**src/rtl/muldiv_sequencer.sv**
```systemverilog
// Iterative RV32M multiply/divide unit beside the EX-stage ALU, sequenced by an IDLE/CALC/DONE FSM.
// Latency: 33 stall cycles then done on cycle 33 for normal ops; 1 stall cycle, done on cycle 1 for div-by-zero/overflow.
// Backpressure: holds the pipeline via stall while accepting and calculating; flush kills the op, reset wins over all.
//
// Ports:
//   clk, reset          - single clock, synchronous active-high reset
//   start, funct3       - M-op present in EX (held until it retires) and its operation select
//   rs1, rs2            - dividend/multiplicand and divisor/multiplier
//   flush               - EX kill; returns to IDLE without done and without touching result
//   stall               - freezes PC, IF/ID, ID/EX (combinational from state and inputs)
//   done, result        - one-cycle retire strobe and registered result (held until the next completion)

module muldiv_sequencer #(
    parameter int XLEN = 32
) (
    input  logic            clk,
    input  logic            reset,
    input  logic            start,
    input  logic [2:0]      funct3,
    input  logic [XLEN-1:0] rs1,
    input  logic [XLEN-1:0] rs2,
    input  logic            flush,
    output logic            stall,
    output logic            done,
    output logic [XLEN-1:0] result
);

    localparam logic [2:0] F_MUL    = 3'b000;
    localparam logic [2:0] F_MULH   = 3'b001;
    localparam logic [2:0] F_MULHSU = 3'b010;
    localparam logic [2:0] F_DIV    = 3'b100;
    localparam logic [2:0] F_REM    = 3'b110;

    localparam int            CW   = $clog2(XLEN);
    localparam logic [CW-1:0] LAST = CW'(XLEN - 1);
    localparam logic [XLEN-1:0] SMIN = {1'b1, {(XLEN-1){1'b0}}};

    typedef enum logic [1:0] {
        IDLE = 2'd0,
        CALC = 2'd1,
        DONE = 2'd2
    } state_t;

    state_t            state;
    logic [2:0]        op;
    logic              neg;      // result needs two's-complement negation
    logic [XLEN-1:0]   opa;      // multiplicand (mul) or divisor (div), magnitude
    logic [2*XLEN-1:0] acc;      // mul: {product hi, multiplier}; div: {rem, quot}
    logic [CW-1:0]     count;

    // ---------------- accept-side decode ----------------
    logic            s1_signed, s2_signed;
    logic            rs1_neg, rs2_neg;
    logic [XLEN-1:0] abs1, abs2;
    logic            neg_in;
    logic            div0, ovf;
    logic [XLEN-1:0] special_val;

    always_comb begin
        s1_signed = (funct3 == F_MULH) || (funct3 == F_MULHSU) ||
                    (funct3 == F_DIV)  || (funct3 == F_REM);
        s2_signed = (funct3 == F_MULH) || (funct3 == F_DIV) || (funct3 == F_REM);
        rs1_neg   = s1_signed & rs1[XLEN-1];
        rs2_neg   = s2_signed & rs2[XLEN-1];
        abs1      = rs1_neg ? (-rs1) : rs1;
        abs2      = rs2_neg ? (-rs2) : rs2;
        // Remainder takes the dividend's sign; every other signed op takes the XOR.
        // Unsigned operands contribute 0, so MUL/MULHU/DIVU/REMU get neg_in = 0.
        neg_in    = (funct3 == F_REM) ? rs1_neg : (rs1_neg ^ rs2_neg);
        div0      = funct3[2] && (rs2 == '0);
        // Overflow only for the signed div/rem encodings (funct3[0] = 0).
        ovf       = funct3[2] && !funct3[0] && (rs1 == SMIN) && (rs2 == '1);
        // funct3[1] distinguishes REM/REMU from DIV/DIVU.
        if (div0) begin
            special_val = funct3[1] ? rs1 : '1;
        end else begin
            special_val = funct3[1] ? '0 : SMIN;
        end
    end

    // ---------------- one iteration step ----------------
    logic [XLEN:0]     add_sum;
    logic [XLEN:0]     trial;
    logic              borrow;
    logic [2*XLEN-1:0] mul_nxt, div_nxt, acc_nxt;
    logic [2*XLEN-1:0] prod_fin;
    logic [XLEN-1:0]   div_pick;
    logic [XLEN-1:0]   final_val;

    always_comb begin
        add_sum = {1'b0, acc[2*XLEN-1:XLEN]} + {1'b0, opa};
        mul_nxt = acc[0] ? {add_sum, acc[XLEN-1:1]} : {1'b0, acc[2*XLEN-1:1]};

        // Trial subtract on the shifted remainder; it is XLEN+1 bits wide, so the
        // top bit of the difference is the borrow.
        trial   = acc[2*XLEN-1:XLEN-1] - {1'b0, opa};
        borrow  = trial[XLEN];
        div_nxt = {(borrow ? acc[2*XLEN-2:XLEN-1] : trial[XLEN-1:0]),
                   acc[XLEN-2:0], ~borrow};

        acc_nxt = op[2] ? div_nxt : mul_nxt;

        // Result as seen after the final step, so DONE can register it on entry.
        prod_fin = neg ? (-acc_nxt) : acc_nxt;
        div_pick = op[1] ? acc_nxt[2*XLEN-1:XLEN] : acc_nxt[XLEN-1:0];
        if (op[2]) begin
            final_val = neg ? (-div_pick) : div_pick;
        end else if (op == F_MUL) begin
            final_val = prod_fin[XLEN-1:0];
        end else begin
            final_val = prod_fin[2*XLEN-1:XLEN];
        end
    end

    assign stall = ((state == IDLE) && start && !flush) || (state == CALC);

    // ---------------- sequencing FSM ----------------
    always_ff @(posedge clk) begin
        if (reset) begin
            state  <= IDLE;
            count  <= '0;
            result <= '0;
            done   <= 1'b0;
            op     <= '0;
            neg    <= 1'b0;
            opa    <= '0;
            acc    <= '0;
        end else if (flush) begin
            state <= IDLE;
            done  <= 1'b0;
        end else begin
            case (state)
                IDLE: begin
                    done <= 1'b0;
                    if (start) begin
                        op    <= funct3;
                        neg   <= neg_in;
                        count <= '0;
                        if (div0 || ovf) begin
                            result <= special_val;
                            done   <= 1'b1;
                            state  <= DONE;
                        end else begin
                            opa   <= funct3[2] ? abs2 : abs1;
                            acc   <= {{XLEN{1'b0}}, (funct3[2] ? abs1 : abs2)};
                            state <= CALC;
                        end
                    end
                end
                CALC: begin
                    acc   <= acc_nxt;
                    count <= count + 1'b1;
                    if (count == LAST) begin
                        result <= final_val;
                        done   <= 1'b1;
                        state  <= DONE;
                    end
                end
                DONE: begin
                    // The retiring op's start is still high here; it is deliberately ignored.
                    done  <= 1'b0;
                    state <= IDLE;
                end
                default: begin
                    done  <= 1'b0;
                    state <= IDLE;
                end
            endcase
        end
    end

endmodule
```
**config.mk**
```make
export PLATFORM = sky130hd
export DESIGN_NAME = muldiv_sequencer
export DESIGN_NICKNAME = d
export VERILOG_FILES = /design/src/rtl/muldiv_sequencer.sv
export SDC_FILE = /design/constraint.sdc
export NUM_CORES = 1
export LEC_CHECK = 0
export CORE_MARGIN = 4
export CORE_UTILIZATION = 35
export CTS_BUF_LIST = sky130_fd_sc_hd__clkbuf_4 sky130_fd_sc_hd__clkbuf_8
export DETAILED_ROUTE_END_ITERATION = 8
export HOLD_SLACK_MARGIN = 0.06
export PLACE_DENSITY = 0.48
export SYNTH_ARGS = -nofsm -noshare
export SYNTH_HDL_FRONTEND = slang
export SYNTH_SLANG_ARGS = --single-unit
export TNS_END_PERCENT = 5
```
**constraint.sdc**
```tcl
create_clock -name clk -period 7.7 [get_ports clk]
set_clock_uncertainty 0.05 [all_clocks]
set_input_delay 1.54 -clock clk [delete_from_list [all_inputs] [get_ports clk]]
set_output_delay 1.54 -clock clk [all_outputs]
set_load 0.05 [all_outputs]
```
* Word-level counts from Yosys, hierarchy flattened
Index checks and enable logic that the tools add are counted.
** Storage, ports and cells
- Flip-flop bits (word level) :: 140
** Cells by class
- Add/sub/neg operators :: 7
- Equality and inequality tests :: 12
- Muxes and demuxes :: 33
- Bitwise gates (word level) :: 6
- Reductions and logical operators :: 26
** Operators with widths (number)
- two-way mux 32 bit :: 15
- two-way mux 64 bit :: 5
- one-hot mux 64 bit (2 select lines) :: 1
- negator 32 bit :: 3
- == test 32 bit, second input constant :: 2
- negator 64 bit :: 1
- one-hot mux 32 bit (2 select lines) :: 1
- adder 32 x 32 -> 33 bit :: 1
- subtractor 33 x 32 -> 33 bit :: 1
- logical NOT 32 bit :: 1
- one-hot mux 5 bit (2 select lines) :: 1
- AND reduction 4 bit :: 2
- logical OR 1 bit :: 7
- == test 3 bit, second input constant :: 2
- logical AND 1 bit :: 6
- two-way mux 2 bit :: 3
- AND reduction 3 bit :: 2
- adder 5 x 1 -> 5 bit, second input constant :: 1
- == test 5 bit, second input constant :: 1
- two-way mux 5 bit :: 1
- AND reduction 5 bit :: 1
- two-way mux 1 bit :: 4
- != test 2 x 1 -> 1 bit, second input constant :: 2
- != test 2 bit, second input constant :: 2
- other kinds (14) :: 18

* Longest topological paths before layout
Gate-level depths: netlist of run 1.
- Depth in word-level cells :: 10
- Depth in mapped cells :: 26
- Depth with buffers taken out :: 24

* Worst setup path after synthesis of run 1
OpenSTA, ideal clock, no wires.
- Kind :: reg-to-reg
- Start point :: register acc[31]
- End point :: register result[28]
- Arrival :: 5.116 ns
- Data required time :: 7.558 ns
- Path slack :: 2.443 ns
- Cell stages (with the launch flop) :: 26
- Path buffers :: 4
- Period minus slack after synthesis :: 5.257 ns
- Path through :: dfxtp_1 inv_1 ha_1 fa_1 nand2b_1 a21o_1 a211o_1 and3_1 buf_6 a21oi_4 o211ai_2 buf_2 buf_2 a21boi_1 nand2_1 o21ai_0 ha_1 o2111ai_1 nor3_1 nand4b_1 or3_1 buf_2 o41ai_2 xnor2_1 nor3_2 nor4_1
** Between the ends
- Longest elaborated chain between the ends :: 9
- Elaborated cells on any way between the ends :: 14
** RTL lines
- start, declared :: line 48 : logic [2*XLEN-1:0] acc;
- start signal, assigned :: line 145 : acc <= {{XLEN{1'b0}}, (funct3[2] ? abs1 : abs2)};
- start signal, assigned :: line 151 : acc <= acc_nxt;
- subtractor 33 x 32 -> 33 bit :: line 96 : trial = acc[2*XLEN-1:XLEN-1] - {1'b0, opa};
- two-way mux 32 bit / inverter 1 bit (equally long branches) :: line 98, 99
- two-way mux 64 bit (*) :: line 101 : acc_nxt = op[2] ? div_nxt : mul_nxt;
- negator 64 bit / two-way mux 32 bit (equally long branches) :: line 104, 105
- two-way mux 64 bit / negator 32 bit (equally long branches) :: line 104, 107
- two-way mux 32 bit, on equally long branches :: line 108, 107
- two-way mux 32 bit (*) :: line 106 : if (op[2]) begin
- two-way mux 32 bit (*) :: line 153 : if (count == LAST) begin
- one-hot mux 32 bit (2 select lines) (*) :: line 132 : case (state)
- end signal, assigned :: line 140 : result <= special_val;
- end signal, assigned :: line 154 : result <= final_val;
- end, declared :: line 25 : output logic [XLEN-1:0] result
Mark *: on every way between the ends. The rest lies on a longest branch, timed or not. The select of a mux whose other input is x is not followed.
A chain may end at the register's enable or synchronous reset.

* Final worst setup path of run 1
- Start point :: register opa[15]
- End point :: register result[25]
** Between the ends
- Longest elaborated chain between the ends :: 9
- Elaborated cells on any way between the ends :: 15
** RTL lines
- start, declared :: line 47 : logic [XLEN-1:0] opa;
- start signal, assigned :: line 144 : opa <= funct3[2] ? abs2 : abs1;
- subtractor 33 x 32 -> 33 bit / adder 32 x 32 -> 33 bit (equally long branches) :: line 96, 91
- two-way mux 32 bit (tied with other cells) :: line 98 : div_nxt = {(borrow ? acc[2*XLEN-2:XLEN-1] : trial[XLEN-1:0]),
- two-way mux 64 bit (*) :: line 101
- negator 64 bit / two-way mux 32 bit (equally long branches) :: line 104, 105
- two-way mux 64 bit / negator 32 bit (equally long branches) :: line 104, 107
- two-way mux 32 bit, on equally long branches :: line 108, 107
- two-way mux 32 bit (*) :: line 106
- two-way mux 32 bit (*) :: line 153
- one-hot mux 32 bit (2 select lines) (*) :: line 132
Marked as above.

==> flow_summary.yaml, run 1 <==
outcome:
  status: "completed"
floorplanning:
  start_util: 0.357
  rows: 80
  die_area_um2: 52700
  core-area_um2: 48100
  die_y_um: 230
  fp.dieW_um: 230
  io_pins: 105
global_routing:
  antenna_found_initial: 0
  grt_pass1_wl_um: 125000
  track_usage: 0.312
  grt_pass1_vias: 18800
  grt_start_max_net_pins: 89
  overflow: 0
cts:
  numCtsBuffers: 17
  clk_pin_slew_worst_paths_ps: 90
  cts_setup_buffers: 0
  ctsHoldBuffers: 0
  cts_buffer_depth: 2
  ctsResizeCount: 0
  insertion_delay_ps: 580
  cts_tree: "yes"
  htreeDepth: 4
  clock_sinks: 140
  clockRootBuffer: "clkbuf_8"
final_layout:
  num_antenna_cells: 0
  final_cell_mix: "nor2_1, nand2_1, a21oi_1"
  synthToLayoutAreaGrowth_pct: 11.4
  regArea_um2: 2810
  fin_area_um2: 19100
  multi_input_area_um2: 13400
  num-fill-cells: 5183
  fin_nets: 2663
  drive_above_1_share: 0.0608
  fin_cells: 3188
  final_common_cell: "nor2_1"
sta:
  fin_tns_setup_ps: 0
  slew_headroom: 0.150
  post-route-period-util: 0.834
  hold_viol_final: 0
  slew_violations: 0
  fmax_ghz: 0.156
  rsz0062_at_grt: "no"
  finalCriticalPeriod_ps: 6420
  tightest_slew_ps: 1270
  setup_viol: 0
power:
  leakage_nw: 6.91
  vdd_drop_max_v: 0.000135
  combPwrFrac: 0.429
  p_int_mw: 1.47
  power_density_nw_per_um2: 140
  p_sw_mw: 1.21
  switching_share: 0.453
  p_total_mw: 2.68
  p_seq_frac: 0.303
  power_frac_clock: 0.268
routing:
  viasPerCell: 6.30
  antenna_left: 0
  wl_per_cell_um: 26.5
  drt_iter0_drc: 2335
  dr.pass1.iters: 6
  drc_errors: 0
  via_count: 20100
  wl_um: 84600
synth:
  synth_area_leaders: "dfxtp_1, nor2_1, a21oi_1"
  synth_edf_count: 0
  synth.avg_cell_area_um2: 6.79
  synth_warnings: 0
  synthFlopType: "dfxtp_1"
  async_flop_share: 0
  syn_area_um2: 17200
  ys_types: 98
  syn-num-nets: 2675
  synth_top_area_cell: "dfxtp_1"
  syn_inst: 2531
  synth_seq_cells: 140
  synth_top_area_share: 0.163
  yosysSeqAreaShare: 0.163
min_path:
  hp-class: "flip-flop to flip-flop"
  hold_depth: 2
  min_from: "opa[29]$_SDFFE_PP0P_"
  hold_end: "opa[29]$_SDFFE_PP0P_"
critical_path:
  critPathLaunchType: "flip-flop"
  worstReg2RegEnd: "result[25]$_SDFFE_PP0P_"
  crit_arrival_ps: 6870
  critPathMaxFanout: 10
  crit_slowest_cell: "a2111oi_0"
  worst_r2r_path_depth: 16
  critical_path_buf_inv_count: 1
  r2r_start: "opa[15]$_SDFFE_PP0P_"
  path_cells: "inv_1 > ha_1 > a21oi_1 > o21ai_0 > or3_1 > o211ai_1 > o31ai_1 > a2111oi_0 > a311oi_1 > nor2_1 > nand4_4 > nand4b_4 > or4_1 > a311oi_1 > nand3_1 > a31oi_1"
  critical_path_class: "flip-flop to flip-flop"
  max_stage_delay_ps: 950
  critical_path.top_delay_family: "compound AO/OA/AOI/OAI gates"
  cp.required_ps: 8150
  end_kind: "flip-flop"
  reg2reg_slack_ps: 1280
  cpMostUsedCell: "a311oi_1"
job:
  maxCapViolCount: 0
placement:
  placed_area_um2: 18700
  dp_hpwl_um: 67100
  gp_congestion: 0.998
  port_buffers: 104
  dp.cells: 3156
[how the worst max path moves through the flow]
stage / from / endpoint / slack [ps] / cells after the start
after floorplan: acc[31]$_SDFFE_PP0P_ / result[28]$_SDFFE_PP0P_ / 2440 / 25
after global placement: rs2[8] / result[23]$_SDFFE_PP0P_ / 930 / 15
after detailed placement: rs2[13] / result[23]$_SDFFE_PP0P_ / 900 / 15
after CTS: opa[15]$_SDFFE_PP0P_ / result[25]$_SDFFE_PP0P_ / 1350 / 16
after global routing: opa[15]$_SDFFE_PP0P_ / result[25]$_SDFFE_PP0P_ / 1040 / 16
final: opa[15]$_SDFFE_PP0P_ / result[25]$_SDFFE_PP0P_ / 1280 / 16
[cells in the mapped netlist, types with 19 or more instances]
master,count
nor2_1,332
nand2_1,286
buf_1,27
nand3_1,48
a22oi_1,35
o31ai_1,29
inv_1,76
ha_1,71
o211ai_1,73
or3_1,19
nor3_1,84
xnor2_1,89
clkbuf_1,130
a21oi_1,221
nand4_1,30
a31oi_1,39
nand2b_1,25
a21o_1,42
nor4_1,24
o21ai_0,163
mux2i_1,55
xor2_1,75
a311oi_1,25
a211oi_1,59
dfxtp_1,140
[metrics by stage]
step,hold WS [ps],util,worst slack [ps]
final,441,0.398,1280
after detailed placement,425,0.389,901
after floorplan,399,-,2440
after global routing,466,0.398,1040
after CTS,440,0.398,1350
after global placement,419,0.389,926
[tightest hold or removal path, cell delays in order, from the launching register on]
cell and delay (ps):
dfxtp_1 340, nand2_1 60, a21oi_1 50
[power groups by stage]
stage | combinational (mW) | clock [mW] | sequential (mW)
after floorplan | 0.740 | 0 | 0.808
after global routing | 1.23 | 0.749 | 0.815
after detailed placement | 1.12 | 0 | 0.826
final | 1.15 | 0.719 | 0.812
after global placement | 1.12 | 0 | 0.825
after CTS | 1.13 | 0.726 | 0.809
[flip-flops by register name (all words and copies together) (netlist names)]
name / cells
acc: 64
count: 5
done: 1
neg: 1
op: 3
opa: 32
result: 32
state: 2
[cells by family after synthesis]
kind of cell / synth area share
compound gates: 0.339
xor+xnor: 0.0836
fa+ha+maj: 0.0540
buf+inv: 0.0605
flops: 0.163
mux: 0.0446
simple gates: 0.255
[final cells by class]
class | instances | share of cell area
clock inverters | 14 | 0.00954
inverters | 77 | 0.0151
clock buffers | 18 | 0.0129
multi-input cells | 2135 | 0.700
well taps | 656 | 0.0429
repair buffers | 148 | 0.0725
flip-flops and latches | 140 | 0.147
[routing by layer]
metal  track usage  up-vias  part of all wire  wire (um)
met5             0        -                 0          0
met4         0.140        0             0.048       4030
met3        0.0446      141             0.071       6020
met2         0.484      904              0.44      37300
met1         0.428     9712              0.44      37200
li1              -     9330                 -          -
(Power assumes the default switching activity.)
==> run 2, diff against run 1 <==
PLACE_DENSITY = 0.5   (was 0.48)
clock period = 5.28 ns   (was 7.7 ns; I/O delays follow)
==> run 2 against run 1 <==
Combinational power up 77%. Sequential power up 44%. Critical endpoint is now result[20]$_SDFFE_PP0P_. Critical path type unchanged. Maximum frequency increased by 24%. Non-clock buffer count increased by 291. Global-route usage grew 1.3 points.
==> flow_summary.yaml, run 2 (synthesized netlist as in run 1, its figures left out) <==
outcome:
  status: "completed"
placement:
  placed_area_um2: 20900
  gp_congestion: 1.01
  dp_hpwl_um: 71400
  dp.cells: 3437
  port_buffers: 104
floorplanning:
  rows: 80
  core-area_um2: 48100
  io_pins: 105
  die_y_um: 230
  die_area_um2: 52700
  start_util: 0.357
  fp.dieW_um: 230
routing:
  antenna_left: 0
  wl_um: 89100
  dr.pass1.iters: 6
  drc_errors: 0
  wl_per_cell_um: 25.6
  viasPerCell: 6.16
  drt_iter0_drc: 2391
  via_count: 21500
min_path:
  min_from: "opa[27]$_SDFFE_PP0P_"
  hp-class: "flip-flop to flip-flop"
final_layout:
  final_cell_mix: "nor2_1, buf_4, nand2_1"
  utilization: 0.451
  drive_above_1_share: 0.180
  largest_reg_flops: 64
  fin_area_um2: 21700
  fin_cells: 3480
  regMostFlops: "acc"
  synthToLayoutAreaGrowth_pct: 26.4
  fin_nets: 2954
  final_common_cell: "nor2_1"
  reg_top3: "acc (64), opa (32), result (32)"
global_routing:
  grt_start_max_net_pins: 83
  grt_pass1_vias: 19900
  antenna_found_initial: 1
  track_usage: 0.324
  grt_pass1_wl_um: 130000
  overflow: 0
critical_path:
  r2r_start: "acc[31]$_SDFFE_PP0P_"
  crit_end: "result[20]$_SDFFE_PP0P_"
  critical_path_class: "flip-flop to flip-flop"
  critical_path.startpoint: "acc[31]$_SDFFE_PP0P_"
  reg2reg_slack_ps: 100
  cp.required_ps: 5730
  worst_r2r_path_depth: 22
  critPathLaunchType: "flip-flop"
  end_kind: "flip-flop"
  worstReg2RegEnd: "result[20]$_SDFFE_PP0P_"
  crit_arrival_ps: 5620
  critPathMaxFanout: 6
cts:
  cts_tree: "yes"
  clk_pin_slew_worst_paths_ps: 100
  clockRootBuffer: "clkbuf_8"
  cts_buffer_depth: 2
  clock_sinks: 140
  numCtsBuffers: 17
  htreeDepth: 4
  insertion_delay_ps: 570
  ctsHoldBuffers: 0
power:
  power_density_nw_per_um2: 191
  vdd_drop_max_v: 0.000196
  p_total_mw: 4.14
  leakage_nw: 8.39
sta:
  fmax_ghz: 0.193
  hold_viol_final: 0
  post-route-period-util: 0.980
  slew_headroom: 0.257
  finalCriticalPeriod_ps: 5180
  slew_violations: 0
  setup_viol: 0
  tightest_slew_ps: 1090
  rsz0062_at_grt: "yes"
  fin_tns_setup_ps: 0
job:
  maxCapViolCount: 0
-- run 2: repair_timing --
item	CTS	global route
setup buffers	0	10
setup endpoints to repair	18	26
resized for setup	22	76
pin swaps	2	23
-- run 2: final cells by class --
cell class                      count  area [um2]
Multi-Input combinational cell   2135       13800
Sequential cell                   140        2830
Clock inverter                     12         115
Clock buffer                       19         255
Inverter                           77         289
Timing Repair Buffer              439        3650
Antenna cell                        2        5.00
Fill cell                        5091       26400
Tap cell                          656         821
-- run 2: worst min path at each step --
stage / to / slack (ps) / cells past startpoint
floorplan: opa[11]$_SDFFE_PP0P_ / 400 / 2
global placement: opa[27]$_SDFFE_PP0P_ / 430 / 2
detailed placement: opa[27]$_SDFFE_PP0P_ / 420 / 2
CTS: opa[27]$_SDFFE_PP0P_ / 440 / 2
global route: opa[27]$_SDFFE_PP0P_ / 440 / 2
finish: opa[27]$_SDFFE_PP0P_ / 430 / 2
-- run 2: stage by stage --
stage	setup slack, ps	hold slack [ps]
2_1_floorplan	22.6	399
3_3_place_gp	-330	426
3_5_place_dp	-358	424
4_1_cts	7.88	437
5_1_grt	-40.2	437
6_report	104	426
-- run 2: critical path, stage by stage (launching register included) --
cell and delay [ps]:
dfxtp_2 340, inv_1 50, ha_2 180, fa_2 370, nand2b_4 160, a21o_4 240
a211o_1 340, and3_4 190, buf_4 160, a21oi_4 180, o211ai_4 150, a311oi_2 280
a21o_1 180, ha_2 220, o2111ai_4 130, nor3_2 240, nand4b_1 250, or3_4 520
buf_4 170, o31ai_4 240, xor2_1 160, nand2_1 100, a41oi_2 220
-- run 2: power breakdown --
part	leakage (nW)	switching (mW)	internal [mW]	total, mW
combinational	7.06	1.25	0.790	2.04
clock	0.188	0.538	0.392	0.930
sequential	1.15	0.0740	1.10	1.17
-- run 2: routing by layer --
metal,GRT usage,share of wire,vias up
met3,0.0731,0.089,149
met1,0.433,0.42,10400
li1,-,-,9934
met4,0.116,0.039,2
met5,0,0.00038,-
met2,0.514,0.45,1001
